[config.mk]
export PLATFORM = sky130hd
export DESIGN_NAME = exp_in_conditioner
export DESIGN_NICKNAME = d
export VERILOG_FILES = /design/src/rtl/exp_in_conditioner.sv
export SDC_FILE = /design/constraint.sdc
export NUM_CORES = 1
export LEC_CHECK = 0
export ABC_AREA = 1
export BUFFER_PORTS_ARGS = -buffer_cell sky130_fd_sc_hd__buf_2
export CAP_MARGIN = 20
export CELL_PAD_IN_SITES_DETAIL_PLACEMENT = 0
export CELL_PAD_IN_SITES_GLOBAL_PLACEMENT = 2
export CORE_UTILIZATION = 30
export CTS_CLUSTER_SIZE = 40
export DETAILED_ROUTE_END_ITERATION = 16
export PLACE_DENSITY_LB_ADDON = 0.1
export SYNTH_ARGS = -nofsm -noshare
export SYNTH_HDL_FRONTEND = slang
export SYNTH_SLANG_ARGS = --single-unit
[constraint.sdc]
create_clock -name clk_i -period 2.57 [get_ports clk_i]
set_clock_uncertainty 0.1 [all_clocks]
set_input_delay 0.1285 -clock clk_i [delete_from_list [all_inputs] [get_ports clk_i]]
set_output_delay 0.1285 -clock clk_i [all_outputs]
set_load 0.05 [all_outputs]
[src/rtl/exp_in_conditioner.sv]
// exp_in_conditioner
//   Conditions the expansion-connector P/N pad inputs before they reach the housekeeping
//   block. Each pin is synchronised (two flops), debounced against a programmable
//   threshold, then watched for rising/falling edges that set sticky status bits and
//   raise a level interrupt. One pin, chosen by CNT_SEL, also drives a saturating
//   32-bit rising-edge event counter. All control and status is on a small bus window.
//
// Ports
//   clk_i      clock
//   rstn_i     synchronous active-low reset
//   pin_i      raw pad inputs [DW-1:0]=P, [2*DW-1:DW]=N (asynchronous)
//   pin_o      debounced pin state (P half -> exp_p_dat_i, N half -> exp_n_dat_i)
//   irq_o      level interrupt, high while any sticky status bit is set
//   sys_addr   bus address, decoded on [19:0]
//   sys_wdata  bus write data
//   sys_wen    bus write enable
//   sys_ren    bus read enable
//   sys_rdata  bus read data (registered)
//   sys_err    bus error, always 0
//   sys_ack    bus acknowledge, one cycle after any request
//
// Register map (sys_addr[19:0])
//   0x00 DEB_THR rw   0x04 RISE_EN rw   0x08 FALL_EN rw   0x0C RSTS r/W1C
//   0x10 FSTS r/W1C   0x14 STATE r      0x18 CNT_SEL rw   0x1C EVT r, write clears

module exp_in_conditioner #(
   parameter int unsigned DW  = 8,
   parameter int unsigned DBW = 16,
   parameter int unsigned SW  = 4
) (
   input  logic            clk_i,
   input  logic            rstn_i,
   input  logic [2*DW-1:0] pin_i,
   output logic [2*DW-1:0] pin_o,
   output logic            irq_o,
   input  logic [31:0]     sys_addr,
   input  logic [31:0]     sys_wdata,
   input  logic            sys_wen,
   input  logic            sys_ren,
   output logic [31:0]     sys_rdata,
   output logic            sys_err,
   output logic            sys_ack
);

   localparam int unsigned NP = 2 * DW;

   localparam logic [19:0] AddrDebThr = 20'h00;
   localparam logic [19:0] AddrRiseEn = 20'h04;
   localparam logic [19:0] AddrFallEn = 20'h08;
   localparam logic [19:0] AddrRsts   = 20'h0C;
   localparam logic [19:0] AddrFsts   = 20'h10;
   localparam logic [19:0] AddrState  = 20'h14;
   localparam logic [19:0] AddrCntSel = 20'h18;
   localparam logic [19:0] AddrEvt    = 20'h1C;

   // State
   logic [NP-1:0]  s1_q, s2_q;
   logic [NP-1:0]  stable_q, stable_d;
   logic [NP-1:0]  stable_dly_q;
   logic [DBW-1:0] cnt_q [NP];
   logic [DBW-1:0] cnt_d [NP];
   logic [DBW-1:0] deb_thr_q, deb_thr_d;
   logic [NP-1:0]  rise_en_q, rise_en_d;
   logic [NP-1:0]  fall_en_q, fall_en_d;
   logic [NP-1:0]  rsts_q, rsts_d;
   logic [NP-1:0]  fsts_q, fsts_d;
   logic [SW-1:0]  cnt_sel_q, cnt_sel_d;
   logic [31:0]    evt_q, evt_d;
   logic [31:0]    rdata_q, rdata_d;
   logic           ack_q;
   logic           irq_q;

   logic [19:0]    addr;
   logic [NP-1:0]  rise, fall;
   logic [NP-1:0]  rsts_clr, fsts_clr;
   logic           sel_rise;
   logic           wr_evt;

   // Only the low address bits are decoded and only the low data bits are stored.
   logic unused_bus_bits;
   assign unused_bus_bits = ^{sys_addr[31:20], sys_wdata};

   assign addr = sys_addr[19:0];

   // Debounce: a bit follows s2 only after disagreeing for DEB_THR+1 consecutive compares.
   always_comb begin
      stable_d = stable_q;
      for (int i = 0; i < NP; i++) begin
         cnt_d[i] = '0;
         if (s2_q[i] != stable_q[i]) begin
            if (cnt_q[i] >= deb_thr_q) begin
               stable_d[i] = s2_q[i];
            end else begin
               cnt_d[i] = cnt_q[i] + DBW'(1);
            end
         end
      end
   end

   assign rise = stable_q & ~stable_dly_q;
   assign fall = ~stable_q & stable_dly_q;

   // Counter source; selections beyond the last pin match nothing, so EVT holds.
   always_comb begin
      sel_rise = 1'b0;
      for (int i = 0; i < NP; i++) begin
         if (32'(cnt_sel_q) == 32'(i)) sel_rise = rise[i];
      end
   end

   // Register writes and clears
   always_comb begin
      deb_thr_d = deb_thr_q;
      rise_en_d = rise_en_q;
      fall_en_d = fall_en_q;
      cnt_sel_d = cnt_sel_q;
      rsts_clr  = '0;
      fsts_clr  = '0;
      wr_evt    = 1'b0;
      if (sys_wen) begin
         case (addr)
            AddrDebThr: deb_thr_d = sys_wdata[DBW-1:0];
            AddrRiseEn: rise_en_d = sys_wdata[NP-1:0];
            AddrFallEn: fall_en_d = sys_wdata[NP-1:0];
            AddrRsts:   rsts_clr  = sys_wdata[NP-1:0];
            AddrFsts:   fsts_clr  = sys_wdata[NP-1:0];
            AddrCntSel: cnt_sel_d = sys_wdata[SW-1:0];
            AddrEvt:    wr_evt    = 1'b1;
            default:    ;
         endcase
      end
   end

   // Set takes priority over a same-cycle clear.
   assign rsts_d = (rsts_q & ~rsts_clr) | (rise & rise_en_q);
   assign fsts_d = (fsts_q & ~fsts_clr) | (fall & fall_en_q);

   // Clear beats a same-cycle edge; the counter sticks at all-ones.
   always_comb begin
      evt_d = evt_q;
      if (wr_evt) begin
         evt_d = '0;
      end else if (sel_rise && (evt_q != 32'hFFFF_FFFF)) begin
         evt_d = evt_q + 32'd1;
      end
   end

   // Read mux returns pre-write values; non-reads return 0.
   always_comb begin
      rdata_d = '0;
      if (sys_ren) begin
         case (addr)
            AddrDebThr: rdata_d = 32'(deb_thr_q);
            AddrRiseEn: rdata_d = 32'(rise_en_q);
            AddrFallEn: rdata_d = 32'(fall_en_q);
            AddrRsts:   rdata_d = 32'(rsts_q);
            AddrFsts:   rdata_d = 32'(fsts_q);
            AddrState:  rdata_d = 32'(stable_q);
            AddrCntSel: rdata_d = 32'(cnt_sel_q);
            AddrEvt:    rdata_d = evt_q;
            default:    rdata_d = '0;
         endcase
      end
   end

   always_ff @(posedge clk_i) begin
      if (!rstn_i) begin
         s1_q         <= '0;
         s2_q         <= '0;
         stable_q     <= '0;
         stable_dly_q <= '0;
         cnt_q        <= '{default: '0};
         deb_thr_q    <= '0;
         rise_en_q    <= '0;
         fall_en_q    <= '0;
         rsts_q       <= '0;
         fsts_q       <= '0;
         cnt_sel_q    <= '0;
         evt_q        <= '0;
         rdata_q      <= '0;
         ack_q        <= 1'b0;
         irq_q        <= 1'b0;
      end else begin
         s1_q         <= pin_i;
         s2_q         <= s1_q;
         stable_q     <= stable_d;
         stable_dly_q <= stable_q;
         cnt_q        <= cnt_d;
         deb_thr_q    <= deb_thr_d;
         rise_en_q    <= rise_en_d;
         fall_en_q    <= fall_en_d;
         rsts_q       <= rsts_d;
         fsts_q       <= fsts_d;
         cnt_sel_q    <= cnt_sel_d;
         evt_q        <= evt_d;
         rdata_q      <= rdata_d;
         ack_q        <= sys_wen | sys_ren;
         irq_q        <= (|rsts_q) | (|fsts_q);
      end
   end

   assign pin_o     = stable_q;
   assign irq_o     = irq_q;
   assign sys_rdata = rdata_q;
   assign sys_ack   = ack_q;
   assign sys_err   = 1'b0;

endmodule

Word level (Yosys, flattened, before mapping) --
Index checks and enable logic that the tools add are counted.
Operators by class: add/subtract/negate cells 17, $lt $le $gt $ge 16, equality and inequality tests 39, multiplexer cells 23, bitwise logic cells 31, reduce and logical (&&, ||, !) cells 43
Operators by type and width (number):
- 16-bit by 1-bit adder with 16-bit output, second input constant | 16
- 16-bit >= comparator | 16
- 32-bit case mux with 8 select lines | 1
- 16-bit bitwise AND | 6
- 20-bit by 5-bit == test with 1-bit output, second input constant | 4
- 16-bit 2-to-1 mux | 4
- 16-bit NOT | 4
- 3-bit OR reduction | 16
- 2-bit AND reduction | 21
- 20-bit by 4-bit == test with 1-bit output, second input constant | 2
- 32-bit by 1-bit adder with 32-bit output, second input constant | 1
- 4-bit == test, second input constant | 8
- 32-bit != test, second input constant | 1
- 16-bit bitwise OR | 2
- 16-bit OR reduction | 2
- 20-bit by 3-bit == test with 1-bit output, second input constant | 1
- 20-bit logical NOT | 1
- 1-bit 2-to-1 mux | 18
- 1-bit NOT | 17
- 4-bit by 3-bit == test with 1-bit output, second input constant | 4
- 1-bit != test | 16
- 4-bit by 2-bit == test with 1-bit output, second input constant | 2
- 4-bit by 1-bit == test with 1-bit output, second input constant | 1
- 4-bit logical NOT | 1
- 3 further kinds | 4
Storage, ports and cells: register bits 470, input bits 84, output and inout port bits 51, logic and storage cells 214

Longest topological paths before layout --
depth in word-level cells 19, gate-level depth with buffers 14, gate-level depth less buffers 13

Least setup slack after synthesis --
OpenSTA, ideal clock, no wires.
path type register to register, from reg deb_thr_q[15], to reg cnt_q[62] (netlist name), library setup time 0.128 ns, arrival 1.943 ns, required time 2.342 ns, setup slack 0.399 ns, stages on the path, launching flop included 12, buffers on the path 1, period minus slack after synthesis 2.171 ns, cell sequence dfxtp_1 inv_1 ha_1 nand2_1 inv_1 nand3_1 nor3_1 nand3_1 nand3_1 nand3b_1 clkbuf_1 nor2_1
On the way: longest elaborated chain between the ends 2
RTL lines:
- start, declared | RTL line 62 | logic [DBW-1:0] deb_thr_q, deb_thr_d;
- start signal, assigned | RTL line 189 | deb_thr_q <= deb_thr_d;
- 16-bit >= comparator | RTL line 91 | if (cnt_q[i] >= deb_thr_q) begin
- 3-bit OR reduction (no source line)
- end signal, assigned | RTL line 188 | cnt_q <= cnt_d;
- end, declared | RTL line 60 | logic [DBW-1:0] cnt_q [NP];
Every way passes these cells. A chain may end at the register's enable or synchronous reset.

Worst setup path after layout --
from in sys_addr[0], to reg rdata_q[10] (netlist: sys_rdata[10])
On the way: longest elaborated chain between the ends 2, elaborated cells between the ends (all ways) 9, classes of those cells 7 x eq/ne; 1 x mux; 1 x reduce/logical
RTL lines:
- start, declared | RTL line 36 | input logic [31:0] sys_addr,
- 20-bit by 5-bit == test with 1-bit output, or another cell as far along | RTL line 152 | case (addr)
- 32-bit case mux with 8 select lines * | RTL line 152
- end signal, assigned | RTL line 196 | rdata_q <= rdata_d;
- end, declared | RTL line 69 | logic [31:0] rdata_q, rdata_d;
Mark *: on every way between the ends. The rest lies on a longest branch, timed or not.

==> flow_summary.json <==
{
  "worstSetupEndpointType": "register",
  "grt.overflow.total": 0,
  "ant_nets": 0,
  "layout_common_cells": "550 x nand2_1, 469 x dfxtp_1, 459 x inv_1",
  "hold_path_class": "in2reg",
  "critPathTopFamily": "buffers and inverters",
  "ios": 135,
  "synth_edf_count": 0,
  "fin_cells": 4833,
  "drv_slew": 0,
  "grt_max_degree": 100,
  "antenna_found_initial": 6,
  "cts_tree": "done",
  "drc": 0,
  "synth-seq-cells": 470,
  "finalHoldViolations": 0,
  "clock.fmax_mhz": 408,
  "worstSetupStartpointType": "input port",
  "worst-path-buf-inv": 4,
  "status": "completed",
  "core_um2": 84100,
  "vias": 23000,
  "synth_cells": 3429,
  "path_cells": "dlygate4sd3_1, buf_2, nor2_2, dlygate4sd3_1, nand2_1, nor3_2, dlygate4sd3_1, nand2_1, o211ai_1, o21a_1",
  "required_ns": 3.03,
  "final_common_cell": "nand2_1",
  "yosysWarningCount": 0,
  "yosysTopAreaCellShare_pct": 36.8,
  "ys_async_sr_fraction_pct": 0,
  "worstPathArrival_ns": 2.91,
  "path_class": "in2reg",
  "clk_pin_slew_ns": 0.05,
  "drt-wirelength-per-cell_um": 17.4,
  "grt_first_pass_wirelength_mm": 129,
  "port_buffers": 105,
  "die_area_um2": 86500,
  "routed_wl_mm": 83.9,
  "cts_buffer_depth": 3,
  "fin_util_pct": 36.3,
  "synth_seq_area_share_pct": 36.8,
  "drive_above_1_share_pct": 9.44,
  "tightest_slew_ns": 0.660,
  "setup_viol": 0,
  "p_leak_uw": 0.0125,
  "synthFlopType": "dfxtp_1",
  "synth.largest_area_cell": "dfxtp_1",
  "rows": 106,
  "die_y_um": 294,
  "dieWidth_um": 294,
  "layout.nets": 4008,
  "timing.hold.ws_ns": 0.113,
  "power.density_nw_per_um2": 534,
  "max_cap_violations": 0,
  "clk_latency_ns": 0.63,
  "finalSetupTns_ns": 0,
  "grt_usage_pct": 19.4,
  "grt_pass1_vias": 22300,
  "cp_max_fo": 6,
  "vias_per_cell": 4.76,
  "start_util_pct": 30.4,
  "ys_types": 47,
  "clockRootBuffer": "clkbuf_16",
  "syn_nets": 3786,
  "drt-initial-drc-count": 980,
  "synth_area_um2": 25600,
  "syn2layout_area_growth_pct": 19.4,
  "finalCritPeriodShare_pct": 95.3,
  "cts_made_buffers": 59,
  "ir_drop_uv": 448,
  "dp_cells": 4676,
  "cp_common_cell": "dlygate4sd3_1",
  "slowest_stage": "dlygate4sd3_1",
  "first_pass_iters": 5,
  "rsz0062_at_grt": "no",
  "dp_hpwl_mm": 59.9,
  "slew_headroom_pct": 56.0,
  "clkSinkCount": 470,
  "cp_slowest_stage_delay_ns": 0.60,
  "synth.area.top_cells": "dfxtp_1 37%, ha_1 13%, nand2_1 8.1%, a21oi_1 7.0%, inv_1 6.8%",
  "period_minus_slack_ns": 2.45,
  "gp_congestion": 0.815,
  "h-tree-depth": 2,
  "syn_avg_cell_area_um2": 7.46
}
==> Yosys cell counts, types with 2 or more instances <==
library cell and count:
nor2_2 9, a31oi_1 5, nand3_2 4, and3_1 4, nor3b_1 8, nand4_1 62
nor3b_2 6, inv_1 461, buf_1 3, o21ai_1 3, nand3b_1 17, nand2_1 550
nor3_1 132, clkbuf_1 50, nor4_1 17, buf_2 16, or2_0 9, buf_4 4
o21ai_0 150, xor2_1 102, a21oi_1 359, nor3_2 13, nand3_1 194, nor2_1 359
nor4_2 2, ha_1 273, dfxtp_1 470, a211oi_1 4, o211ai_1 17, xnor2_1 43
inv_2 2, o22ai_1 44, nand4_2 3, or2_2 21
==> state kept, by name, summed over array words and instances (netlist names), 4 cells and up <==
name and count:
rise_en_q 16, fsts_q 16, evt_q 32, cnt_sel_q 4
s2_q 16, stable_dly_q 16, rsts_q 16, s1_q 16
cnt_q 256, pin_o 16, fall_en_q 16, deb_thr_q 16
sys_rdata 32
==> power breakdown <==
| group | leakage (uW) | internal (uW) | switching, uW |
|---|---|---|---|
| combinational | 0.00778 | 139 | 277 |
| clock | 0.000965 | 5140 | 3410 |
| sequential | 0.00379 | 7320 | 25.6 |
| total | 0.0125 | 12600 | 3710 |
==> timing repair <==
action | CTS | global route
hold endpoints to repair | 116 | 0
hold buffers | 47 | 0
setup endpoints to repair | 0 | 32
gates resized for setup | 0 | 6
buffers inserted | 0 | 1
==> path summary, 6_finish.rpt <==
check	startpoint	endpoint	slack (ns)	depth (start not counted)
setup reg to reg	deb_thr_q[7]	cnt_q[83]	0.21	10
setup / recovery	sys_addr[0]	sys_rdata[10]	0.12	10
hold / removal	sys_addr[16]	sys_rdata[1]	0.11	8
hold reg to reg	s1_q[6]	s2_q[6]	0.32	2
==> worst min-delay path: stages <==
cell,delay [ns]
buf_2,0.08
nor2_1,0.03
nand2_1,0.10
nor3_2,0.07
nor3_1,0.15
a21oi_1,0.11
nand2_1,0.09
inv_1,0.04
==> layout make-up <==
class	count	area, um^2
Clock inverter	19	231
Tap cell	1134	1420
Antenna cell	1	2.50
Inverter	464	1750
Sequential cell	470	9410
Timing Repair Buffer	235	1880
Multi-Input combinational cell	2421	14100
Fill cell	8963	53500
Clock buffer	89	1740
==> layer usage <==
| layer | routed length, um | vias up | track usage [%] |
|---|---|---|---|
| met5 | 46 | - | 0 |
| met1 | 39600 | 10700 | 25.4 |
| met2 | 38700 | 346 | 32.7 |
| li1 | - | 11800 | - |
| met4 | 2010 | 8 | 5.25 |
| met3 | 3480 | 120 | 3.01 |
==> through the flow <==
stage                     area [um^2]  setup WS, ns  total power (uW)
final                           30600         0.122             16300
after global routing            30600       0.00151             16900
after CTS                       30500        0.0974             16600
after detailed placement        28100         0.160              7870
after global placement          28100         0.157              7870
after floorplan                 25600         0.399              7680
==> cells by family (layout without fill, tap and decap cells) <==
logic type                 after synthesis  after routing  share of synthesized area [%]
AOI/OAI and AO/OA                      587            587                           12.0
adders and majority gates              273            273                           13.3
and+or+nand+nor                       1415           1415                           24.9
buffers and inverters                  538            807                           8.06
xor gates and xnor gates               145            145                           4.96
other                                    1              2                         0.0147
DFF                                    470            470                           36.8
Note: power is estimated with default switching activity, not from simulation.
